$ cat config.mk
export PLATFORM = sky130hd
export DESIGN_NAME = floor_call_dispatcher
export DESIGN_NICKNAME = d
export VERILOG_FILES = /design/src/rtl/elev_pkg.sv /design/src/rtl/floor_request_queue.sv /design/src/rtl/floor_call_dispatcher.sv
export SDC_FILE = /design/constraint.sdc
export NUM_CORES = 1
export LEC_CHECK = 0
export BUFFER_PORTS_ARGS = -buffer_cell sky130_fd_sc_hd__buf_2
export CAP_MARGIN = 40
export CORE_MARGIN = 1
export CORE_UTILIZATION = 60
export DETAILED_ROUTE_END_ITERATION = 16
export HOLD_SLACK_MARGIN = 0.06
export PLACE_DENSITY = 0.78
export SYNTH_ARGS = -nofsm -noshare
export SYNTH_HDL_FRONTEND = slang
export SYNTH_SLANG_ARGS = --single-unit
export TNS_END_PERCENT = 20
$ cat constraint.sdc
create_clock -name clk -period 5.8 [get_ports clk]
set_clock_uncertainty 0.2 [all_clocks]
set_input_delay 0.29 -clock clk [delete_from_list [all_inputs] [get_ports clk]]
set_output_delay 0.29 -clock clk [all_outputs]
set_load 0.05 [all_outputs]
$ cat src/rtl/elev_pkg.sv
// Shared elevator constants: floor count, car FSM states and direction codes.
package elev_pkg;

    localparam int FLOORS  = 4;
    localparam int FLOOR_W = 2;

    typedef enum logic [1:0] {
        IDLE      = 2'd0,
        MOVE_UP   = 2'd1,
        MOVE_DOWN = 2'd2,
        DOOR      = 2'd3
    } carStateT;

    localparam logic DIR_UP   = 1'b1;
    localparam logic DIR_DOWN = 1'b0;

endpackage

$ cat src/rtl/floor_request_queue.sv
// Ordered floor-call queue: push-front/push-back, duplicate filter, pop-before-push.
module floor_request_queue
    import elev_pkg::*;
#(
    parameter int DEPTH = FLOORS
) (
    input  logic                         clk,
    input  logic                         reset,
    input  logic                         pushValid,
    input  logic [FLOOR_W-1:0]           pushFloor,
    input  logic                         pushFront,
    input  logic                         pop,
    output logic [FLOOR_W-1:0]           head,
    output logic [$clog2(DEPTH+1)-1:0]   count,
    output logic                         empty,
    output logic                         full,
    output logic                         pushAccepted
);

    localparam int CW = $clog2(DEPTH + 1);
    localparam logic [CW-1:0] FULL_COUNT = CW'(DEPTH);

    logic [FLOOR_W-1:0] entries     [DEPTH];
    logic [FLOOR_W-1:0] afterPop    [DEPTH];
    logic [FLOOR_W-1:0] nextEntries [DEPTH];
    logic [CW-1:0]      popCount;
    logic [CW-1:0]      nextCount;
    logic               dup;
    logic               pushOk;

    assign head = entries[0];

    // Next queue contents: the pop is applied first, then the push is filtered against what remains.
    always_comb begin
        afterPop = entries;
        popCount = count;
        if (pop && (count != '0)) begin
            for (int unsigned i = 0; i < DEPTH - 1; i++) begin
                afterPop[i] = entries[i+1];
            end
            afterPop[DEPTH-1] = '0;
            popCount = count - 1'b1;
        end

        dup = 1'b0;
        for (int unsigned i = 0; i < DEPTH; i++) begin
            if ((32'(popCount) > i) && (afterPop[i] == pushFloor)) begin
                dup = 1'b1;
            end
        end
        pushOk = pushValid && !dup && (popCount != FULL_COUNT);

        nextEntries = afterPop;
        nextCount   = popCount;
        if (pushOk) begin
            if (pushFront) begin
                for (int unsigned i = 1; i < DEPTH; i++) begin
                    nextEntries[i] = afterPop[i-1];
                end
                nextEntries[0] = pushFloor;
            end else begin
                for (int unsigned i = 0; i < DEPTH; i++) begin
                    if (32'(popCount) == i) begin
                        nextEntries[i] = pushFloor;
                    end
                end
            end
            nextCount = popCount + 1'b1;
        end
    end

    // Queue storage, occupancy flags and the push acknowledge.
    always_ff @(posedge clk or posedge reset) begin
        if (reset) begin
            for (int unsigned i = 0; i < DEPTH; i++) begin
                entries[i] <= '0;
            end
            count        <= '0;
            empty        <= 1'b1;
            full         <= 1'b0;
            pushAccepted <= 1'b0;
        end else begin
            entries      <= nextEntries;
            count        <= nextCount;
            empty        <= (nextCount == '0);
            full         <= (nextCount == FULL_COUNT);
            pushAccepted <= pushOk;
        end
    end

endmodule

$ cat src/rtl/floor_call_dispatcher.sv
// Car dispatcher: serves the queue head, times floor travel and door dwell, pops served calls.
module floor_call_dispatcher
    import elev_pkg::*;
#(
    parameter int DEPTH         = FLOORS,
    parameter int TRAVEL_CYCLES = 100,
    parameter int DOOR_CYCLES   = 50
) (
    input  logic               clk,
    input  logic               reset,
    input  logic               req_valid,
    input  logic [FLOOR_W-1:0] req_floor,
    input  logic               req_front,
    output logic               req_accept,
    output logic [FLOOR_W-1:0] pos0Mem,
    output logic [FLOOR_W-1:0] actualFloor,
    output logic               down_up_Flag,
    output logic               motor_up,
    output logic               motor_down,
    output logic               door_open,
    output logic               queue_empty,
    output logic               queue_full
);

    localparam int TW = $clog2(TRAVEL_CYCLES + 1);
    localparam int DW = $clog2(DOOR_CYCLES + 1);
    localparam logic [TW-1:0] TRAVEL_LAST = TW'(TRAVEL_CYCLES - 1);
    localparam logic [DW-1:0] DOOR_LAST   = DW'(DOOR_CYCLES - 1);

    carStateT                   state, stateNext;
    logic [TW-1:0]              travelCnt, travelNext;
    logic [DW-1:0]              doorCnt, doorNext;
    logic [FLOOR_W-1:0]         floorNext, stepFloor;
    logic                       dirNext;
    logic                       evalHead;
    logic                       pop;
    logic                       hasCall;
    logic [$clog2(DEPTH+1)-1:0] qCount;

    floor_request_queue #(
        .DEPTH(DEPTH)
    ) uQueue (
        .clk          (clk),
        .reset        (reset),
        .pushValid    (req_valid),
        .pushFloor    (req_floor),
        .pushFront    (req_front),
        .pop          (pop),
        .head         (pos0Mem),
        .count        (qCount),
        .empty        (queue_empty),
        .full         (queue_full),
        .pushAccepted (req_accept)
    );

    assign hasCall = (qCount != '0);

    // Next state: head is re-evaluated in IDLE and at every floor step, using the floor being entered.
    always_comb begin
        stateNext  = state;
        travelNext = travelCnt;
        doorNext   = doorCnt;
        floorNext  = actualFloor;
        dirNext    = down_up_Flag;
        evalHead   = 1'b0;
        pop        = 1'b0;
        stepFloor  = (state == MOVE_DOWN) ? actualFloor - 1'b1 : actualFloor + 1'b1;

        unique case (state)
            IDLE: begin
                evalHead = hasCall;
            end
            MOVE_UP, MOVE_DOWN: begin
                if (travelCnt == TRAVEL_LAST) begin
                    travelNext = '0;
                    floorNext  = stepFloor;
                    evalHead   = 1'b1;
                end else begin
                    travelNext = travelCnt + 1'b1;
                end
            end
            DOOR: begin
                if (doorCnt == DOOR_LAST) begin
                    doorNext  = '0;
                    stateNext = IDLE;
                end else begin
                    doorNext = doorCnt + 1'b1;
                end
            end
        endcase

        if (evalHead) begin
            if (!hasCall) begin
                stateNext = IDLE;
            end else if (pos0Mem == floorNext) begin
                pop       = 1'b1;
                stateNext = DOOR;
            end else if (pos0Mem > floorNext) begin
                stateNext = MOVE_UP;
                dirNext   = DIR_UP;
            end else begin
                stateNext = MOVE_DOWN;
                dirNext   = DIR_DOWN;
            end
        end
    end

    // State, counters, position and registered car controls.
    always_ff @(posedge clk or posedge reset) begin
        if (reset) begin
            state        <= IDLE;
            travelCnt    <= '0;
            doorCnt      <= '0;
            actualFloor  <= '0;
            down_up_Flag <= DIR_UP;
            motor_up     <= 1'b0;
            motor_down   <= 1'b0;
            door_open    <= 1'b0;
        end else begin
            state        <= stateNext;
            travelCnt    <= travelNext;
            doorCnt      <= doorNext;
            actualFloor  <= floorNext;
            down_up_Flag <= dirNext;
            motor_up     <= (stateNext == MOVE_UP);
            motor_down   <= (stateNext == MOVE_DOWN);
            door_open    <= (stateNext == DOOR);
        end
    end

endmodule
* Yosys cells after proc, flatten, opt, wreduce, memory -nomap -nowiden
Index checks and enable logic that the tools add are counted.
** Cells by class
- Add/subtract/negate cells :: 6
- Multiply operators :: 0
- Div/mod/pow operators :: 0
- Order comparisons :: 5
- Eq/ne operators :: 18
- Shift operators :: 0
- Multiplexer cells :: 30
- Bitwise gates (word level) :: 1
- Reductions and logical operators :: 14
** Operators by type and width (number)
- 2-bit 2-to-1 mux :: 13
- 8-bit 2-to-1 mux :: 3
- 2-bit == test :: 5
- 1-bit 2-to-1 mux :: 9
- 2-bit == test (second input constant) :: 4
- 7-bit by 1-bit adder with 7-bit output (second input constant) :: 1
- 7-bit == test (second input constant) :: 1
- 1-bit logical AND :: 7
- 7-bit 2-to-1 mux :: 1
- 6-bit by 1-bit adder with 6-bit output (second input constant) :: 1
- 3-bit by 2-bit == test with 1-bit output (second input constant) :: 2
- 6-bit == test (second input constant) :: 1
- 3-bit by 1-bit greater-than comparator with 1-bit output (second input constant) :: 2
- 3-bit by 2-bit greater-than comparator with 1-bit output (second input constant) :: 2
- 3-bit zero test :: 2
- 3-bit 2-to-1 mux :: 2
- 6-bit 2-to-1 mux :: 1
- 2-bit by 1-bit == test with 1-bit output (second input constant) :: 2
- 3-bit by 1-bit adder with 3-bit output (second input constant) :: 1
- 3-bit by 1-bit == test with 1-bit output (second input constant) :: 1
- 3-bit == test (second input constant) :: 1
- 3-bit inequality test (second input constant) :: 1
- 3-bit AND reduction :: 1
- 3-bit nonzero test :: 1
- other kinds (9) :: 9
** Word-level totals
- Register bits after elaboration :: 35
- Latch bits :: 0
- RAM bits :: 0
- Memory bits (read-only) :: 0
- Input port bits :: 6
- Output and inout port bits :: 11
- Logic and storage cells :: 90
- Memories :: 0

* Longest topological paths before layout
Gate-level depths: netlist of the first run.
- Depth in word-level cells :: 21
- Gate-level depth with buffers :: 21
- Mapped depth without buffers :: 18

* Cells and area by module
Synthesis of the first run repeated with hierarchy kept, for this count alone.
** Unflattened totals
- Cell total of the unflattened synthesis :: 269
- Area total of the unflattened synthesis :: 2534.9 µm²
** By module, submodules not included
- floor_request_queue :: times used 1, cells each 152, area each 1338.8 µm², sequential area each 351.6 µm²
- floor_call_dispatcher :: times used 1, cells each 117, area each 1196.1 µm², sequential area each 526.8 µm²

* Least setup slack after synthesis of the first run
No wires, ideal clock.
- Path type :: register -> register
- Start point :: reg state[0]
- End point :: reg uQueue.entries (netlist bit uQueue.head[0])
- Setup time :: 0.125 ns
- Arrival time :: 4.743 ns
- Data required time :: 5.475 ns
- Slack :: 0.732 ns
- Cell stages (with the launch flop) :: 21
- Buffers on the path :: 2
- Period minus slack after synthesis :: 5.068 ns
- Cell sequence :: dfrtp_1 > inv_1 > ha_1 > nand2_2 > nor4_2 > nand2_1 > xor2_1 > ha_1 > nand2_1 > nor3_1 > o211ai_1 > xor2_1 > clkbuf_1 > ha_1 > a2111oi_0 > o21ai_0 > a21oi_1 > or3_1 > buf_6 > a21oi_2 > mux2_2
** RTL lines
- start: declaration :: RTL line floor_call_dispatcher.sv:30 : carStateT state, stateNext;
- start signal: assignment :: RTL line floor_call_dispatcher.sv:120 : state <= stateNext;
- end signal: assignment :: RTL line floor_request_queue.sv:83 : entries <= nextEntries;
- end: declaration :: RTL line floor_request_queue.sv:23 : logic [FLOOR_W-1:0] entries [DEPTH];

==> flow_metrics.env, run 1 <==
export IMPL_gp_congestion=0.958
export IMPL_numPortBuffers=16
export IMPL_crit_required_ns=5.80
export IMPL_cts_htree_levels=2
export IMPL_synth_cell_area_mm2=0.00230
export IMPL_slew_headroom_pct=64.0
export IMPL_syn_to_final_growth_pct=8.81
export IMPL_antenna_found_initial=0
export IMPL_placed_area_mm2=0.00240
export IMPL_final_nets=282
export IMPL_worst_pin_slew_ns=0.527
export IMPL_worstHoldPathType="input pin to register"
export IMPL_antenna_left=0
export IMPL_clock_root_buffer="clkbuf_8"
export IMPL_stdcell_area_mm2=0.00250
export IMPL_drt_wirelength_per_cell_um=14.6
export IMPL_cpLargestDelayFamily="simple AND/OR/NAND/NOR gates"
export IMPL_route_detailed_drc=0
export IMPL_drt_vias_per_instance=5.80
export IMPL_slowest_delay_ns=0.54
export IMPL_die_w_um=63.9
export IMPL_path_clk_slew_ns=0.08
export IMPL_cts_buffer_depth=2
export IMPL_cts_tree="done"
export IMPL_async_reset_ff_share_pct=100
export IMPL_clock_fmax_mhz=189
export IMPL_p_leak_nw=1.15
export IMPL_min_period_ns=5.28
export IMPL_die_h_um=63.9
export IMPL_crit_type="register to register"
export IMPL_path_buf_inv=5
export IMPL_syn_num_nets=265
export IMPL_dp_slack_ns=0.592
export IMPL_cp_max_fo=9
export IMPL_maxCapViolCount=0
export IMPL_core_mm2=0.00366
export IMPL_drtIter0Drc=124
export IMPL_grt_max_degree=22
export IMPL_synth_edff_count=0
export IMPL_first_global_vias=1819
export IMPL_fp_dieArea_mm2=0.00408
export IMPL_row_count=22
export IMPL_cp_end_kind="register"
export IMPL_ff2ff_setup_slack_ns=0.52
export IMPL_path_cells="inv_1 -> ha_1 -> nand2_2 -> or4_4 -> xnor2_1 -> ha_1 -> nand2_1 -> nor3_1 -> buf_4 -> a21boi_4 -> buf_4 -> mux2i_1 -> inv_1 -> ha_1 -> o21a_1 -> o32ai_2 -> or3_1 -> buf_4 -> nor4_1 -> a211oi_1"
export IMPL_whs_ns=0.141
export IMPL_synth_seq_area_share_pct=38.2
export IMPL_dpl_hpwl_um=3380
export IMPL_grt_pass1_wl_um=7970
export IMPL_n_antenna_cell=0
export IMPL_fin_crit_sh_pct=91.0
export IMPL_yosysWarnings=0
export IMPL_final_layout_size_suffix_gt1_share_pct=16.7
export IMPL_synth_cell_types=58
export IMPL_outcome="completed"
export IMPL_io_pins=17
export IMPL_netlist_instances=245
export IMPL_grt_use_total_pct=25.3
export IMPL_start_util_pct=62.8
export IMPL_wirelength_um=4550
export IMPL_cts_setup_buffers=0
export IMPL_gr_total_overflow=0
export IMPL_arrival_ns=5.27
export IMPL_hold_viol=0
export IMPL_rsz0062_at_grt="false"
export IMPL_dr_pass1_iters=5
export IMPL_worst_slack_ns=0.522
export IMPL_cts_buffers=5
export IMPL_peakVddDrop_uv=280
export IMPL_dr_total_vias=1805
export IMPL_setup_worst_path_start_class="register"
export IMPL_powerDensity_mw_per_mm2=506
export IMPL_cts_num_sinks=35
export IMPL_ys_flop_type="dfrtp_1"
export IMPL_setup_tns_ns=0
export IMPL_worstSkewPairLatency_ns=0.30
export IMPL_finalSetupViolCount=0
export IMPL_ys_seq_elements=35
export IMPL_syn_area_per_cell_um2=9.39
export IMPL_slowest_stage="or4_4"
export IMPL_drv_slew=0
-- state kept, by name, indices dropped and copies added, names as in the netlist --
signal,cells
uQueue.count,3
door_open,1
motor_down,1
travelCnt,7
uQueue.empty,1
uQueue.head,2
down_up_Flag,1
motor_up,1
uQueue.full,1
state,2
uQueue.pushAccepted,1
uQueue.entries,6
actualFloor,2
doorCnt,6
-- repair_timing --
| item | CTS | global route |
|---|---|---|
| gates resized for setup | 0 | 0 |
| hold buffers | 1 | 0 |
| endpoints found under the hold margin | 13 | 0 |
-- through the flow --
stage          utilization (%)  total power, mW  std cells
3_5_place_dp              65.7             1.08        302
6_report                  68.4             1.27        311
4_1_cts                   68.4             1.26        311
2_1_floorplan                -            0.957        245
5_1_grt                   68.4             1.37        311
3_3_place_gp              65.7             1.07        302
-- power by group --
group | switching, mW | internal [mW] | leakage, nW
logic | 0.409 | 0.252 | 0.679
clock network | 0.0947 | 0.0835 | 0.0402
registers | 0.0876 | 0.340 | 0.428
-- layout make-up --
cell class                      count  area (um^2)
Timing Repair Buffer               23          135
Multi-Input combinational cell    178         1270
Sequential cell                    35          878
Clock buffer                        5         68.8
Tap cell                           48         60.1
Inverter                           19         71.3
Clock inverter                      3         20.0
Fill cell                         303         1160
-- synthesized netlist by cell type (5+ instances only) --
master	number	area (um^2)
nor2_1	13	48.8
o21ai_0	10	50.1
dfrtp_1	33	826
xnor2_1	11	96.3
inv_1	19	71.3
nor3_1	8	40.0
clkbuf_1	5	18.8
ha_1	14	175
nand3_1	6	30.0
nand2_1	20	75.1
a21oi_1	14	70.1
mux2i_1	10	100
-- layout by cell type (no fill, tap or decap), types with 2 or more instances in the layout --
cell,n
clkbuf_8,5
a21o_1,3
xnor2_1,11
o221ai_1,4
xor2_1,3
and3_1,3
nand2b_1,4
nor3_1,8
a31oi_1,4
or3_1,2
mux2i_1,10
o211ai_1,3
dfstp_2,2
dfrtp_1,33
clkinvlp_4,2
o31ai_1,2
nand2_1,20
nand4_1,3
and2_1,2
o21bai_1,3
buf_2,16
ha_1,14
a2111oi_0,2
mux2_2,3
o22ai_1,2
o21ai_0,10
buf_4,6
a21oi_1,14
nand3_1,6
nor2b_1,2
o21a_1,3
inv_1,19
nor2_1,13
-- cell families (layout without fill, tap and decap cells) --
| family | Yosys count | after routing | synth area share (%) |
|---|---|---|---|
| buffers and inverters | 32 | 50 | 6.64 |
| AO/OA/AOI/OAI | 64 | 64 | 19.6 |
| multiplexers | 13 | 13 | 5.82 |
| flip-flops | 35 | 35 | 38.2 |
| AND/OR/NAND/NOR | 72 | 72 | 16.1 |
| adder cells (fa/ha/maj) | 14 | 14 | 7.62 |
| XOR/XNOR | 15 | 15 | 6.04 |
-- routing by layer --
layer / track usage, % / wire length (um) / vias to the layer above
li1: - / - / 903
met1: 34.3 / 2260 / 859
met2: 39.0 / 2030 / 37
met3: 5.89 / 180 / 6
met4: 10.2 / 74 / 0
met5: 0 / 0 / -
-- final timing paths --
| check | cells after the start | start | to |
|---|---|---|---|
| worst min register to register | 2 | actualFloor[1] | actualFloor[1] |
| worst min-delay path | 2 | req_front | uQueue.entries[0] |
| worst max register to register | 20 | state[1] | uQueue.entries[1] |
| min in group asynchronous | 3 | reset | motor_up |
| max in group asynchronous | 4 | reset | uQueue.empty |
| worst max-delay path | 20 | state[1] | uQueue.entries[1] |
(Power assumes the default switching activity.)
==> run 2: changes to the inputs <==
--- a/config.mk
+++ b/config.mk
@@ -7,7 +7,7 @@
 export LEC_CHECK = 0
 export BUFFER_PORTS_ARGS = -buffer_cell sky130_fd_sc_hd__buf_2
 export CAP_MARGIN = 40
-export CORE_MARGIN = 1
+export CORE_MARGIN = 3
 export CORE_UTILIZATION = 60
 export DETAILED_ROUTE_END_ITERATION = 16
 export HOLD_SLACK_MARGIN = 0.06
==> run 2 against run 1 <==
Sequential share of layout area about the same. Clock power up 8%. Global-route usage down 2.2 points. Via count up 0.66%. Critical path depth up 1. Worst hold slack better by 0.013 ns. Utilization up 2.8 points. Sequential power about the same. Routed wire length up 2.4%. Die area up 13%.
==> flow_metrics.env, run 2 (synthesized netlist as in run 1, its figures left out) <==
export IMPL_outcome="completed"
export IMPL_regMostFlops="travelCnt"
export IMPL_slowest_delay_ns=0.45
export IMPL_antenna_found_initial=0
export IMPL_path_clk_slew_ns=0.07
export IMPL_crit_type="register to register"
export IMPL_route_detailed_drc=0
export IMPL_antenna_left=0
export IMPL_cpLargestDelayFamily="compound AO/OA/AOI/OAI gates"
export IMPL_fin_crit_sh_pct=91.1
export IMPL_maxCapViolCount=0
export IMPL_drv_slew=0
export IMPL_die_w_um=67.9
export IMPL_dr_pass1_iters=4
export IMPL_cts_tree="done"
export IMPL_cts_buffers=5
export IMPL_worstHoldPathType="input pin to register"
export IMPL_n_antenna_cell=0
export IMPL_hold_viol=0
export IMPL_crit_required_ns=5.77
export IMPL_rsz0062_at_grt="false"
export IMPL_worst_pin_slew_ns=0.518
export IMPL_io_pins=17
export IMPL_final_common_cell="dfrtp_1"
export IMPL_dpl_hpwl_um=3570
export IMPL_dp_slack_ns=0.588
export IMPL_slowest_stage="a21boi_4"
export IMPL_largest_reg_flops=7
export IMPL_numPortBuffers=16
export IMPL_grt_pass1_wl_um=8110
export IMPL_drt_vias_per_instance=5.90
export IMPL_gr_total_overflow=0
export IMPL_whs_ns=0.154
export IMPL_clock_root_buffer="clkbuf_8"
export IMPL_num_fill_cells=265
export IMPL_syn_to_final_growth_pct=8.87
export IMPL_final_nets=281
export IMPL_setup_tns_ns=0
export IMPL_cp_end_kind="register"
export IMPL_wirelength_um=4660
export IMPL_path_cells="inv_1 -> ha_1 -> nand2_2 -> nor4_2 -> buf_4 -> nand2_1 -> xor2_1 -> ha_1 -> nand2_1 -> nor3_1 -> buf_4 -> a21boi_4 -> mux2i_1 -> inv_1 -> ha_1 -> o21a_1 -> o32ai_2 -> or3_1 -> buf_4 -> o21ai_0 -> o221a_1"
export IMPL_worst_slack_ns=0.516
export IMPL_gp_congestion=0.945
export IMPL_worstSkewPairLatency_ns=0.28
export IMPL_layout_common_cells="33 x dfrtp_1, 20 x nand2_1, 19 x inv_1"
export IMPL_powerDensity_mw_per_mm2=513
export IMPL_drt_wirelength_per_cell_um=15.1
export IMPL_cts_htree_levels=2
export IMPL_peakVddDrop_uv=317
export IMPL_largest_registers="travelCnt x7, doorCnt x6, uQueue.entries x6"
export IMPL_start_util_pct=65.3
export IMPL_finalSetupViolCount=0
export IMPL_grt_use_total_pct=23.2
export IMPL_first_global_vias=1772
export IMPL_drtIter0Drc=174
export IMPL_cp_max_fo=13
export IMPL_clock_fmax_mhz=189
export IMPL_fp_dieArea_mm2=0.00461
export IMPL_core_mm2=0.00352
export IMPL_grt_max_degree=36
export IMPL_min_period_ns=5.28
export IMPL_cts_num_sinks=35
export IMPL_die_h_um=67.9
export IMPL_final_layout_size_suffix_gt1_share_pct=16.0
export IMPL_row_count=21
export IMPL_arrival_ns=5.25
export IMPL_path_buf_inv=5
export IMPL_setup_worst_path_start_class="register"
export IMPL_slew_headroom_pct=64.6
export IMPL_p_leak_nw=1.15
export IMPL_cts_buffer_depth=2
export IMPL_dr_total_vias=1817
==> run 2: cell types whose count changed in the layout (fill, tap and decap cells not counted) <==
cell,delta
buf_4,-1
clkinvlp_4,-2
clkbuf_8,+2
clkbuf_1,+1
clkinv_2,-1
==> run 2: layout make-up <==
class	count	area, um^2	share of cell area (%)
inverters	19	71.3	2.85
multi-input cells	178	1270	50.7
repair buffers	22	128	5.10
well taps	46	57.6	2.30
flip-flops and latches	35	878	35.1
clock buffers	8	100	4.00
==> run 2: repair_timing <==
action	CTS	global route
buffers inserted	0	0
hold buffers	1	0
gates resized for setup	0	0
setup endpoints to repair	0	0
hold endpoints to repair	33	0
==> run 2: power breakdown <==
part / switching [mW] / internal (mW) / leakage, nW
combinational: 0.410 / 0.253 / 0.673
clock: 0.0836 / 0.108 / 0.0515
sequential: 0.0885 / 0.340 / 0.428
==> run 2: final timing paths <==
| path | startpoint | endpoint | slack, ns | cells after the start |
|---|---|---|---|---|
| worst max-delay path | state[1] | uQueue.entries[4] | 0.52 | 21 |
| min in group asynchronous | reset | travelCnt[5] | 0.44 | 4 |
| worst max register to register | state[1] | uQueue.entries[4] | 0.52 | 21 |
| max in group asynchronous | reset | down_up_Flag | 4.62 | 4 |
| worst min register to register | doorCnt[3] | doorCnt[3] | 0.33 | 1 |
| worst min-delay path | req_front | uQueue.entries[0] | 0.15 | 2 |
==> run 2: stage by stage <==
stage          util [%]  std cells  total power, mW  instance area, um^2
6_report           71.1        308             1.28                 2500
5_1_grt            71.1        308             1.39                 2500
4_1_cts            71.1        308             1.28                 2500
3_5_place_dp       68.0        299             1.09                 2390
3_3_place_gp       68.0        299             1.08                 2390
2_1_floorplan         -        245            0.957                 2300
==> run 2: routing by layer <==
metal  up-vias  GRT usage, %  part of all wire, %
met2        38          35.6                   44
met3         6          5.58                  5.1
li1        909             -                    -
met5         -             0                    0
met1       864          33.0                   50
met4         0          5.21                 0.86
==> run 3: changes to the inputs <==
--- a/config.mk
+++ b/config.mk
@@ -9,6 +9,7 @@
 export CAP_MARGIN = 40
 export CORE_MARGIN = 3
 export CORE_UTILIZATION = 60
+export CTS_BUF_LIST = sky130_fd_sc_hd__clkbuf_16
 export DETAILED_ROUTE_END_ITERATION = 16
 export HOLD_SLACK_MARGIN = 0.06
 export PLACE_DENSITY = 0.78
==> run 3 against run 2 <==
Global-route usage increased by 0.83 points. Critical path depth stayed put. Routed wire length up 2.8%. Utilization increased by 1.0 points. Clock-buffer cell count decreased by 3. Sequential power hardly changed. Sequential share of layout area decreased by 0.50 points. Worst hold slack improved by 0.0089 ns. Maximum frequency shrank 0.62%. Largest cell class unchanged. Highest routed layer unchanged.
==> flow_metrics.env, run 3 (synthesized netlist as in run 1, its figures left out) <==
export IMPL_stdcell_area_mm2=0.00254
export IMPL_fin_crit_sh_pct=91.7
export IMPL_grtUsageMet2_pct=36.3
export IMPL_slowest_stage="a21boi_4"
export IMPL_grt_busiest_layer="met2"
export IMPL_clock_fmax_mhz=188
export IMPL_drtIter0Drc=123
export IMPL_min_period_ns=5.32
export IMPL_cts_buffer_depth=2
export IMPL_dr_total_vias=1796
export IMPL_final_nets=281
export IMPL_path_cells="inv_1 -> ha_1 -> nand2_2 -> nor4_2 -> buf_4 -> nand2_1 -> xor2_1 -> ha_1 -> nand2_1 -> nor3_1 -> buf_4 -> a21boi_4 -> mux2i_1 -> inv_1 -> ha_1 -> o21a_1 -> o32ai_2 -> or3_1 -> buf_4 -> o21ai_0 -> o221a_1"
export IMPL_setup_worst_path_start_class="register"
export IMPL_cts_htree_levels=2
export IMPL_regMostFlops="travelCnt"
export IMPL_cpLargestDelayFamily="compound AO/OA/AOI/OAI gates"
export IMPL_grt_max_degree=36
export IMPL_slowest_delay_ns=0.44
export IMPL_antenna_left=0
export IMPL_final_common_cell="dfrtp_1"
export IMPL_dpl_hpwl_um=3570
export IMPL_dp_cells=299
export IMPL_hold_buffers=1
export IMPL_worst_pin_slew_ns=0.509
export IMPL_crit_type="register to register"
export IMPL_met3_usage_pct=8.70
export IMPL_io_pins=17
export IMPL_path_clk_slew_ns=0.05
export IMPL_hold_viol=0
export IMPL_largest_registers="travelCnt x7, doorCnt x6, uQueue.entries x6"
export IMPL_first_global_vias=1798
export IMPL_path_buf_inv=5
export IMPL_r2r_cells=21
export IMPL_syn_to_final_growth_pct=10.4
export IMPL_slew_headroom_pct=65.8
export IMPL_maxCapViolCount=0
export IMPL_cp_depth=21
export IMPL_grt_use_total_pct=24.0
export IMPL_clock_root_buffer="clkbuf_16"
export IMPL_antenna_found_initial=0
export IMPL_fp_dieArea_mm2=0.00461
export IMPL_finalSetupViolCount=0
export IMPL_arrival_ns=5.27
export IMPL_rsz0062_at_grt="false"
export IMPL_finalNonFillerCells=308
export IMPL_numPortBuffers=16
export IMPL_powerDensity_mw_per_mm2=529
export IMPL_gp_congestion=0.945
export IMPL_dr_pass1_iters=4
export IMPL_crit_required_ns=5.76
export IMPL_whs_ns=0.163
export IMPL_cts_resized=0
export IMPL_layout_common_cells="33 x dfrtp_1, 20 x nand2_1, 20 x inv_1"
export IMPL_cts_buffers=5
export IMPL_use_met1_pct=32.7
export IMPL_cp_max_fo=13
export IMPL_drt_vias_per_instance=5.83
export IMPL_peakVddDrop_uv=320
export IMPL_final_layout_size_suffix_gt1_share_pct=15.3
export IMPL_placed_area_mm2=0.00239
export IMPL_cts_num_sinks=35
export IMPL_gr_total_overflow=0
export IMPL_route_detailed_drc=0
export IMPL_largest_reg_flops=7
export IMPL_cp_end_kind="register"
export IMPL_n_antenna_cell=0
export IMPL_outcome="completed"
export IMPL_die_w_um=67.9
export IMPL_drt_wirelength_per_cell_um=15.5
export IMPL_cts_setup_buffers=0
export IMPL_core_mm2=0.00352
export IMPL_drv_slew=0
export IMPL_start_util_pct=65.3
export IMPL_die_h_um=67.9
export IMPL_setup_tns_ns=0
export IMPL_grt_pass1_wl_um=8270
export IMPL_p_leak_nw=1.17
export IMPL_cts_tree="done"
export IMPL_row_count=21
export IMPL_worstHoldPathType="input pin to register"
export IMPL_worstSkewPairLatency_ns=0.28
export IMPL_wirelength_um=4790
export IMPL_hold_depth=2
-- run 3: per-layer routing --
| layer | wire, um | vias to the layer above |
|---|---|---|
| li1 | - | 906 |
| met1 | 2310 | 843 |
| met2 | 2150 | 42 |
| met3 | 290 | 5 |
| met4 | 36 | 0 |
| met5 | 0 | - |
-- run 3: stage by stage --
step | total power [mW] | util [%] | worst slack, ns
2_1_floorplan | 0.957 | - | 0.732
3_3_place_gp | 1.08 | 68.0 | 0.752
3_5_place_dp | 1.09 | 68.0 | 0.588
4_1_cts | 1.34 | 72.1 | 0.503
5_1_grt | 1.45 | 72.1 | 0.00134
6_report | 1.34 | 72.1 | 0.483
-- run 3: area by class of cell --
| class | count | area [um^2] |
|---|---|---|
| Tap cell | 46 | 57.6 |
| Timing Repair Buffer | 22 | 128 |
| Fill cell | 261 | 981 |
| Clock inverter | 3 | 11.3 |
| Clock buffer | 5 | 125 |
| Inverter | 19 | 71.3 |
| Sequential cell | 35 | 878 |
| Multi-Input combinational cell | 178 | 1270 |
-- run 3: worst paths after layout --
kind | endpoint | slack, ns | start
max reg2reg | uQueue.entries[4] | 0.48 | state[1]
max | uQueue.entries[4] | 0.48 | state[1]
min reg2reg | doorCnt[3] | 0.32 | doorCnt[3]
min in group asynchronous | travelCnt[5] | 0.45 | reset
max in group asynchronous | down_up_Flag | 4.61 | reset
min | uQueue.entries[0] | 0.16 | req_front
-- run 3: where the power goes --
part           switching [mW]  internal, mW  total [mW]  leakage, nW
Sequential             0.0904         0.341       0.431        0.428
Clock                  0.0908         0.154       0.245       0.0701
Combinational           0.413         0.253       0.667        0.673
